## src/rtl/wb_rr_arbiter_pkg.sv

```systemverilog
// wb_arb_pkg: shared state encoding and sizing helpers for the round-robin Wishbone arbiter
package wb_arb_pkg;
  typedef enum logic {ARB_IDLE = 1'b0, ARB_GRANTED = 1'b1} arb_state_e;
  function automatic int sel_width(input int data_width, input int granularity);
    return data_width / granularity;
  endfunction
  function automatic int idx_width(input int n);
    return (n <= 2) ? 1 : $clog2(n);
  endfunction
endpackage

```

## src/rtl/wb_rr_arbiter_if.sv

```systemverilog
// wb_rr_arbiter_if: bundled master-side and slave-side Wishbone signals of the arbiter
interface wb_rr_arbiter_if
  import wb_arb_pkg::*;
#(
  parameter int NUM_MASTERS = 2,
  parameter int DATA_WIDTH  = 128,
  parameter int ADDR_WIDTH  = 32,
  parameter int GRANULARITY = 8
);
  localparam int SW = sel_width(DATA_WIDTH, GRANULARITY);
  logic [NUM_MASTERS*ADDR_WIDTH-1:0] m_adr_i;
  logic [NUM_MASTERS*DATA_WIDTH-1:0] m_dat_i;
  logic [NUM_MASTERS*SW-1:0]         m_sel_i;
  logic [NUM_MASTERS-1:0]            m_we_i;
  logic [NUM_MASTERS-1:0]            m_stb_i;
  logic [NUM_MASTERS-1:0]            m_cyc_i;
  logic [DATA_WIDTH-1:0]             m_dat_o;
  logic [NUM_MASTERS-1:0]            m_ack_o;
  logic [NUM_MASTERS-1:0]            m_err_o;
  logic [NUM_MASTERS-1:0]            m_rty_o;
  logic [ADDR_WIDTH-1:0]             s_adr_o;
  logic [DATA_WIDTH-1:0]             s_dat_o;
  logic [SW-1:0]                     s_sel_o;
  logic                              s_we_o;
  logic                              s_stb_o;
  logic                              s_cyc_o;
  logic [DATA_WIDTH-1:0]             s_dat_i;
  logic                              s_ack_i;
  logic                              s_err_i;
  logic                              s_rty_i;
  // slave: the arbiter's view (slave to the masters, driver of the shared bus)
  modport slave (
    input  m_adr_i, m_dat_i, m_sel_i, m_we_i, m_stb_i, m_cyc_i,
    output m_dat_o, m_ack_o, m_err_o, m_rty_o,
    output s_adr_o, s_dat_o, s_sel_o, s_we_o, s_stb_o, s_cyc_o,
    input  s_dat_i, s_ack_i, s_err_i, s_rty_i
  );
  // master: the environment's view (requesting masters plus the shared slave)
  modport master (
    output m_adr_i, m_dat_i, m_sel_i, m_we_i, m_stb_i, m_cyc_i,
    input  m_dat_o, m_ack_o, m_err_o, m_rty_o,
    input  s_adr_o, s_dat_o, s_sel_o, s_we_o, s_stb_o, s_cyc_o,
    output s_dat_i, s_ack_i, s_err_i, s_rty_i
  );
endinterface

```

## src/rtl/wb_rr_arbiter_rr_pick.sv

```systemverilog
// rr_pick: rotating-priority picker, first request found after index last_i wins
module rr_pick #(
  parameter int N  = 2,
  parameter int IW = 1
) (
  input  logic [N-1:0]  req_i,
  input  logic [IW-1:0] last_i,
  output logic [N-1:0]  win_oh_o,
  output logic [IW-1:0] win_idx_o
);
  logic [IW-1:0] idx;
  logic          found;
  always_comb begin
    win_oh_o  = '0;
    win_idx_o = '0;
    found     = 1'b0;
    idx       = '0;
    for (int i = 1; i <= N; i++) begin
      idx = IW'((int'(last_i) + i) % N);
      if (!found && req_i[idx]) begin
        found         = 1'b1;
        win_oh_o[idx] = 1'b1;
        win_idx_o     = idx;
      end
    end
  end
endmodule

```

## src/rtl/wb_rr_arbiter.sv

```systemverilog
// wb_rr_arbiter: cyc-locked round-robin Wishbone B4 arbiter for one shared slave.
// Optional watchdog error on a stalled slave when WB_ARB_TIMEOUT_EN is defined.
module wb_rr_arbiter
  import wb_arb_pkg::*;
#(
  parameter int NUM_MASTERS    = 2,
  parameter int DATA_WIDTH     = 128,
  parameter int ADDR_WIDTH     = 32,
  parameter int GRANULARITY    = 8,
  parameter int TIMEOUT_CYCLES = 64
) (
  input  logic                   clk,
  input  logic                   rst,
  wb_rr_arbiter_if.slave         bus,
  output logic [NUM_MASTERS-1:0] grant_o
);
  localparam int SW = sel_width(DATA_WIDTH, GRANULARITY);
  localparam int IW = idx_width(NUM_MASTERS);
  if (NUM_MASTERS < 2 || NUM_MASTERS > 8 || TIMEOUT_CYCLES < 2) begin : g_bad_cfg
    $error("wb_rr_arbiter: unsupported parameter set");
  end
  arb_state_e             state_q, state_d;
  logic [NUM_MASTERS-1:0] grant_q, grant_d;
  logic [IW-1:0]          last_q, last_d;
  logic [IW-1:0]          gidx_q, gidx_d;
  logic [NUM_MASTERS-1:0] win_oh;
  logic [IW-1:0]          win_idx;
  logic                   granted, stb_raw, resp, to_fire;
  logic [ADDR_WIDTH-1:0]  adr_a [NUM_MASTERS];
  logic [DATA_WIDTH-1:0]  dat_a [NUM_MASTERS];
  logic [SW-1:0]          sel_a [NUM_MASTERS];
  genvar k;
  for (k = 0; k < NUM_MASTERS; k++) begin : g_unpack
    assign adr_a[k] = bus.m_adr_i[k*ADDR_WIDTH +: ADDR_WIDTH];
    assign dat_a[k] = bus.m_dat_i[k*DATA_WIDTH +: DATA_WIDTH];
    assign sel_a[k] = bus.m_sel_i[k*SW +: SW];
  end
  rr_pick #(.N(NUM_MASTERS), .IW(IW)) u_pick (
    .req_i     (bus.m_cyc_i),
    .last_i    (last_q),
    .win_oh_o  (win_oh),
    .win_idx_o (win_idx)
  );
  assign granted = state_q == ARB_GRANTED;
  assign stb_raw = granted && bus.m_stb_i[gidx_q];
  assign resp    = bus.s_ack_i || bus.s_err_i || bus.s_rty_i;
  always_comb begin
    state_d = state_q;
    grant_d = grant_q;
    last_d  = last_q;
    gidx_d  = gidx_q;
    if (!granted && |bus.m_cyc_i) begin
      state_d = ARB_GRANTED;
      grant_d = win_oh;
      gidx_d  = win_idx;
    end else if (granted && !bus.m_cyc_i[gidx_q]) begin
      state_d = ARB_IDLE;
      grant_d = '0;
      last_d  = gidx_q;
    end
  end
  always_ff @(posedge clk) begin
    state_q <= !rst ? ARB_IDLE : state_d;
    grant_q <= !rst ? '0 : grant_d;
    last_q  <= !rst ? IW'(NUM_MASTERS - 1) : last_d;
    gidx_q  <= !rst ? '0 : gidx_d;
  end
`ifdef WB_ARB_TIMEOUT_EN
  localparam int CW = ($clog2(TIMEOUT_CYCLES) > 8) ? $clog2(TIMEOUT_CYCLES) : 8;
  logic [CW-1:0] cnt_q, cnt_d;
  // counts stalled strobe cycles; the watchdog answers for the slave but keeps the grant
  assign to_fire = stb_raw && !resp && cnt_q == CW'(TIMEOUT_CYCLES - 1);
  assign cnt_d   = (!granted || resp || to_fire) ? '0 : stb_raw ? cnt_q + CW'(1) : cnt_q;
  always_ff @(posedge clk) begin
    cnt_q <= !rst ? '0 : cnt_d;
  end
`else
  assign to_fire = 1'b0;
`endif
  assign grant_o     = grant_q;
  assign bus.m_dat_o = bus.s_dat_i;
  assign bus.m_ack_o = grant_q & {NUM_MASTERS{bus.s_ack_i}};
  assign bus.m_err_o = grant_q & {NUM_MASTERS{bus.s_err_i || to_fire}};
  assign bus.m_rty_o = grant_q & {NUM_MASTERS{bus.s_rty_i}};
  assign bus.s_adr_o = granted ? adr_a[gidx_q] : '0;
  assign bus.s_dat_o = granted ? dat_a[gidx_q] : '0;
  assign bus.s_sel_o = granted ? sel_a[gidx_q] : '0;
  assign bus.s_we_o  = granted && bus.m_we_i[gidx_q];
  assign bus.s_stb_o = stb_raw && !to_fire;
  assign bus.s_cyc_o = granted && bus.m_cyc_i[gidx_q];
endmodule

```

## src/flat_wrapper.sv

```systemverilog
// flat-port wrapper written by rule: the top's interface ports become plain ports
module wb_rr_arbiter_flat import wb_arb_pkg::*;
#(
  parameter int NUM_MASTERS    = 2,
  parameter int DATA_WIDTH     = 128,
  parameter int ADDR_WIDTH     = 32,
  parameter int GRANULARITY    = 8,
  parameter int TIMEOUT_CYCLES = 64
)
  (clk, rst, grant_o, bus_m_adr_i, bus_m_dat_i, bus_m_sel_i, bus_m_we_i, bus_m_stb_i, bus_m_cyc_i, bus_m_dat_o, bus_m_ack_o, bus_m_err_o, bus_m_rty_o, bus_s_adr_o, bus_s_dat_o, bus_s_sel_o, bus_s_we_o, bus_s_stb_o, bus_s_cyc_o, bus_s_dat_i, bus_s_ack_i, bus_s_err_i, bus_s_rty_i);
  wb_rr_arbiter_if #(.NUM_MASTERS(NUM_MASTERS), .DATA_WIDTH(DATA_WIDTH), .ADDR_WIDTH(ADDR_WIDTH), .GRANULARITY(GRANULARITY)) bus_i ();
  input  logic clk;
  input  logic rst;
  output logic [NUM_MASTERS-1:0] grant_o;
  input wire logic [$bits(bus_i.m_adr_i)-1:0] bus_m_adr_i;
  input wire logic [$bits(bus_i.m_dat_i)-1:0] bus_m_dat_i;
  input wire logic [$bits(bus_i.m_sel_i)-1:0] bus_m_sel_i;
  input wire logic [$bits(bus_i.m_we_i)-1:0] bus_m_we_i;
  input wire logic [$bits(bus_i.m_stb_i)-1:0] bus_m_stb_i;
  input wire logic [$bits(bus_i.m_cyc_i)-1:0] bus_m_cyc_i;
  output wire logic [$bits(bus_i.m_dat_o)-1:0] bus_m_dat_o;
  output wire logic [$bits(bus_i.m_ack_o)-1:0] bus_m_ack_o;
  output wire logic [$bits(bus_i.m_err_o)-1:0] bus_m_err_o;
  output wire logic [$bits(bus_i.m_rty_o)-1:0] bus_m_rty_o;
  output wire logic [$bits(bus_i.s_adr_o)-1:0] bus_s_adr_o;
  output wire logic [$bits(bus_i.s_dat_o)-1:0] bus_s_dat_o;
  output wire logic [$bits(bus_i.s_sel_o)-1:0] bus_s_sel_o;
  output wire logic [$bits(bus_i.s_we_o)-1:0] bus_s_we_o;
  output wire logic [$bits(bus_i.s_stb_o)-1:0] bus_s_stb_o;
  output wire logic [$bits(bus_i.s_cyc_o)-1:0] bus_s_cyc_o;
  input wire logic [$bits(bus_i.s_dat_i)-1:0] bus_s_dat_i;
  input wire logic [$bits(bus_i.s_ack_i)-1:0] bus_s_ack_i;
  input wire logic [$bits(bus_i.s_err_i)-1:0] bus_s_err_i;
  input wire logic [$bits(bus_i.s_rty_i)-1:0] bus_s_rty_i;
  assign bus_i.m_adr_i = bus_m_adr_i;
  assign bus_i.m_dat_i = bus_m_dat_i;
  assign bus_i.m_sel_i = bus_m_sel_i;
  assign bus_i.m_we_i = bus_m_we_i;
  assign bus_i.m_stb_i = bus_m_stb_i;
  assign bus_i.m_cyc_i = bus_m_cyc_i;
  assign bus_m_dat_o = bus_i.m_dat_o;
  assign bus_m_ack_o = bus_i.m_ack_o;
  assign bus_m_err_o = bus_i.m_err_o;
  assign bus_m_rty_o = bus_i.m_rty_o;
  assign bus_s_adr_o = bus_i.s_adr_o;
  assign bus_s_dat_o = bus_i.s_dat_o;
  assign bus_s_sel_o = bus_i.s_sel_o;
  assign bus_s_we_o = bus_i.s_we_o;
  assign bus_s_stb_o = bus_i.s_stb_o;
  assign bus_s_cyc_o = bus_i.s_cyc_o;
  assign bus_i.s_dat_i = bus_s_dat_i;
  assign bus_i.s_ack_i = bus_s_ack_i;
  assign bus_i.s_err_i = bus_s_err_i;
  assign bus_i.s_rty_i = bus_s_rty_i;
  wb_rr_arbiter #(.NUM_MASTERS(NUM_MASTERS), .DATA_WIDTH(DATA_WIDTH), .ADDR_WIDTH(ADDR_WIDTH), .GRANULARITY(GRANULARITY), .TIMEOUT_CYCLES(TIMEOUT_CYCLES)) u_core (.clk(clk), .rst(rst), .bus(bus_i), .grant_o(grant_o));
endmodule
```

## config.mk

```make
export PLATFORM = sky130hd
export DESIGN_NAME = wb_rr_arbiter_flat
export DESIGN_NICKNAME = d
export VERILOG_FILES = /design/src/rtl/wb_rr_arbiter_pkg.sv /design/src/rtl/wb_rr_arbiter_if.sv /design/src/rtl/wb_rr_arbiter_rr_pick.sv /design/src/rtl/wb_rr_arbiter.sv /design/src/flat_wrapper.sv
export SDC_FILE = /design/constraint.sdc
export NUM_CORES = 1
export LEC_CHECK = 0
export BUFFER_PORTS_ARGS = -buffer_cell sky130_fd_sc_hd__buf_2
export CAP_MARGIN = 20
export CORE_AREA = 2 2 314 316
export CTS_CLUSTER_DIAMETER = 100
export DETAILED_ROUTE_END_ITERATION = 16
export DIE_AREA = 0 0 316 318
export PLACE_DENSITY = 0.3
export SLEW_MARGIN = 20
export SYNTH_ARGS = -nofsm -noshare
export SYNTH_HDL_FRONTEND = slang
export SYNTH_HIERARCHICAL = 1
export SYNTH_SLANG_ARGS = --single-unit
export TNS_END_PERCENT = 10
```

## constraint.sdc

```tcl
create_clock -name clk -period 1.25 [get_ports clk]
set_input_delay 0 -clock clk [delete_from_list [all_inputs] [get_ports clk]]
set_output_delay 0 -clock clk [all_outputs]
set_load 0.05 [all_outputs]
```

==> results.json <==
{
  "antenna_cells": 0,
  "fin_crit_sh": 1.34,
  "clock_latency_ps": 230,
  "ys_ff_latch": 5,
  "grt_antenna_before_repair": 13,
  "syn_to_final_growth_pct": 160,
  "fin_nets": 1523,
  "violations": "negative setup slack",
  "min_from": "bus_s_dat_i[23]",
  "overflow": 0,
  "path_cells": "buf_12 -> clkbuf_16 -> buf_4 -> mux2i_2 -> buf_4 -> nor2b_2 -> buf_12",
  "cts.sinks": 5,
  "fmax_ghz": 0.596,
  "crit_path_start": "u_core/gidx_q",
  "ios": 806,
  "place_ws_ps": -645,
  "syn_nets": 1048,
  "first_global_vias": 6099,
  "hpwlAfterDp_um": 35500,
  "place_area_mm2": 0.00951,
  "crit_arrival_ps": 1680,
  "tightest_slew_ps": 328,
  "r2r_end": "u_core/grant_o[1]",
  "syn_area_mm2": 0.00434,
  "holdBufCountCts": 0,
  "synth_warnings": 6,
  "layout-drive-gt1-share": 0.761,
  "fin_crit_ps": 1680,
  "status": "finished, violations left",
  "die_y_um": 318,
  "h-tree-depth": 1,
  "critPathLaunchType": "register",
  "cts_buffer_depth": 2,
  "reg2reg_slack_ps": -200,
  "powerDensity_mw_per_mm2": 569,
  "hold_viol_final": 0,
  "cts-root-buf": "clkbuf_16",
  "vdd.ir_drop.worst_uv": 443,
  "wire_per_inst_um": 17.4,
  "cp-end-kind": "primary output",
  "path_clk_slew_ps": 30,
  "final_area_mm2": 0.0113,
  "yosysTopAreaCellShare": 0.415,
  "grt_max_degree": 37,
  "placementRows": 115,
  "yosysTopAreaCell": "mux2i_1",
  "io_buffer_count": 549,
  "synth_area_leaders": "mux2i_1 41%, nor2b_1 26%, buf_4 24%",
  "viasPerCell": 2.50,
  "min_path_type": "in -> out",
  "cp_max_fo": 7,
  "path_class": "reg -> out",
  "skew_ps": 4.73,
  "drtIter0Drc": 140,
  "cts_tree": "built",
  "fin_hold_ws_ps": 0.0171,
  "grt_pass1_wl_um": 50100,
  "dr.pass1.iters": 6,
  "coreArea_mm2": 0.0974,
  "ys_seq_area_frac": 0.0230,
  "die-area_mm2": 0.100,
  "ys_types": 20,
  "crit_slowest_cell": "dfxtp_4",
  "place.gp.congestion": 0.731,
  "cap_violations": 0,
  "setup_viol": 182,
  "postSynthCellCount": 557,
  "worst_path_largest_cell_delay_ps": 380,
  "vias": 5786,
  "die_width_um": 316,
  "final_util": 0.116,
  "slew_headroom": 0.781,
  "cp.required_ps": 1250,
  "syn_avg_cell_area_um2": 7.80,
  "cts_buffers": 3,
  "power.leakage_nw": 4.54,
  "rsz0062_at_grt": "yes",
  "grt_use_total": 0.0732,
  "postRouteAntennaNets": 0,
  "start_util": 0.0446,
  "drc": 0,
  "r2r_start": "u_core/gidx_q",
  "fillers": 11191,
  "setup_ws_ps": -428,
  "endpoint": "bus_s_dat_o[50]",
  "rr_worst_depth": 5,
  "drv_slew": 0,
  "drt_wl_total_um": 40300
}
[report_power, final]
group	switching (mW)	total [mW]	internal (mW)
Combinational	3.09	5.68	2.59
Sequential	0.0307	0.204	0.174
Clock	0.111	0.530	0.419
[layout by cell type (no fill, tap or decap)]
| cell | netlist | routed |
|---|---|---|
| nor2b_1 | 180 | 99 |
| nor2b_2 | 0 | 65 |
| mux2i_1 | 180 | 120 |
| nor2_1 | 2 | 2 |
| clkinv_2 | 0 | 1 |
| bufbuf_16 | 0 | 1 |
| a21oi_1 | 2 | 2 |
| mux2i_4 | 0 | 35 |
| o21bai_1 | 1 | 1 |
| a21boi_0 | 2 | 2 |
| buf_16 | 0 | 3 |
| and3b_1 | 1 | 1 |
| clkbuf_4 | 0 | 2 |
| nand2_1 | 1 | 1 |
| nand2b_1 | 1 | 1 |
| buf_12 | 0 | 105 |
| dfxtp_4 | 0 | 2 |
| a32o_1 | 2 | 2 |
| buf_6 | 1 | 76 |
| buf_8 | 0 | 4 |
| buf_2 | 11 | 382 |
| and2_1 | 6 | 6 |
| clkbuf_16 | 0 | 5 |
| buf_4 | 137 | 63 |
| inv_1 | 2 | 2 |
| nor2b_4 | 0 | 16 |
| mux2i_2 | 0 | 25 |
| and3_1 | 2 | 2 |
| a21boi_1 | 1 | 1 |
| dfxtp_1 | 5 | 3 |
| o21ai_0 | 1 | 1 |
[area by class of cell]
class                      count  area (um2)  area share
clock buffer                   3        75.1     0.00666
clock inverter                 1        5.00    0.000444
inverter                       2        7.51    0.000666
multi-input combinational    382        3880       0.345
sequential                     5         108     0.00955
tap                         1287        1610       0.143
timing repair buffer         638        5580       0.495
[what timing repair did]
item                                    4_1_cts  5_1_grt
pin swaps                                     0        0
gates resized for setup                     279       79
buffers inserted                             11       12
endpoints found under the hold margin         0        0
endpoints found under the setup margin      182      182
cloned                                        3        2
[synth_stat cells]
master    instances
a21boi_0          2
a21boi_1          1
a21oi_1           2
a32o_1            2
and2_1            6
and3_1            2
and3b_1           1
buf_2            11
buf_4           137
buf_6             1
clkbuf_1         19
dfxtp_1           5
inv_1             2
mux2i_1         180
nand2_1           1
nand2b_1          1
nor2_1            2
nor2b_1         180
o21ai_0           1
o21bai_1          1
[critical path, delay by kind of cell, from the launching register on]
| family | cells | cell delay, ps |
|---|---|---|
| buf+inv | 5 | 750 |
| flops | 1 | 380 |
| mux | 1 | 160 |
| simple gates | 1 | 150 |
[cells by family (layout without fill, tap and decap cells)]
| family | count (synthesis) | count (layout) | synth area share |
|---|---|---|---|
| AND/OR/NAND/NOR | 193 | 193 | 0.277 |
| multiplexers | 180 | 180 | 0.415 |
| buffers and inverters | 170 | 644 | 0.270 |
| AO/OA/AOI/OAI | 9 | 9 | 0.0150 |
| flip-flops | 5 | 5 | 0.0230 |
[routing by layer]
metal / global-route usage / part of all wire / vias up
li1: - / - / 2661
met1: 0.0824 / 0.38 / 2537
met2: 0.133 / 0.49 / 516
met3: 0.0249 / 0.11 / 62
met4: 0.0110 / 0.020 / 10
met5: 0.0102 / 0.0050 / -
[worst min-delay path by stage]
| stage | cells past startpoint | slack (ps) | endpoint |
|---|---|---|---|
| floorplan | 1 | 80 | u_core/last_q |
| global placement | 0 | 0.3 | bus_m_dat_o[101] |
| detailed placement | 0 | 0.3 | bus_m_dat_o[101] |
| CTS | 0 | 0.3 | bus_m_dat_o[101] |
| global route | 0 | 0.07 | bus_m_dat_o[41] |
| finish | 0 | 0.02 | bus_m_dat_o[23] |
[flip-flops by register name, summed over array words and instances, names as in the netlist]
name            count
u_core/grant_o      2
u_core/gidx_q       1
u_core/granted      1
u_core/last_q       1
[through the flow]
step	std cells	setup TNS, ps	total power, mW
floorplan	557	-46600	3.73
global placement	2291	-18830	5.14
detailed placement	2291	-19940	5.11
CTS	2309	-57140	6.32
global route	2318	-69400	6.74
finish	2318	-56960	6.42
No activity file was read; power rests on OpenSTA's default activity.
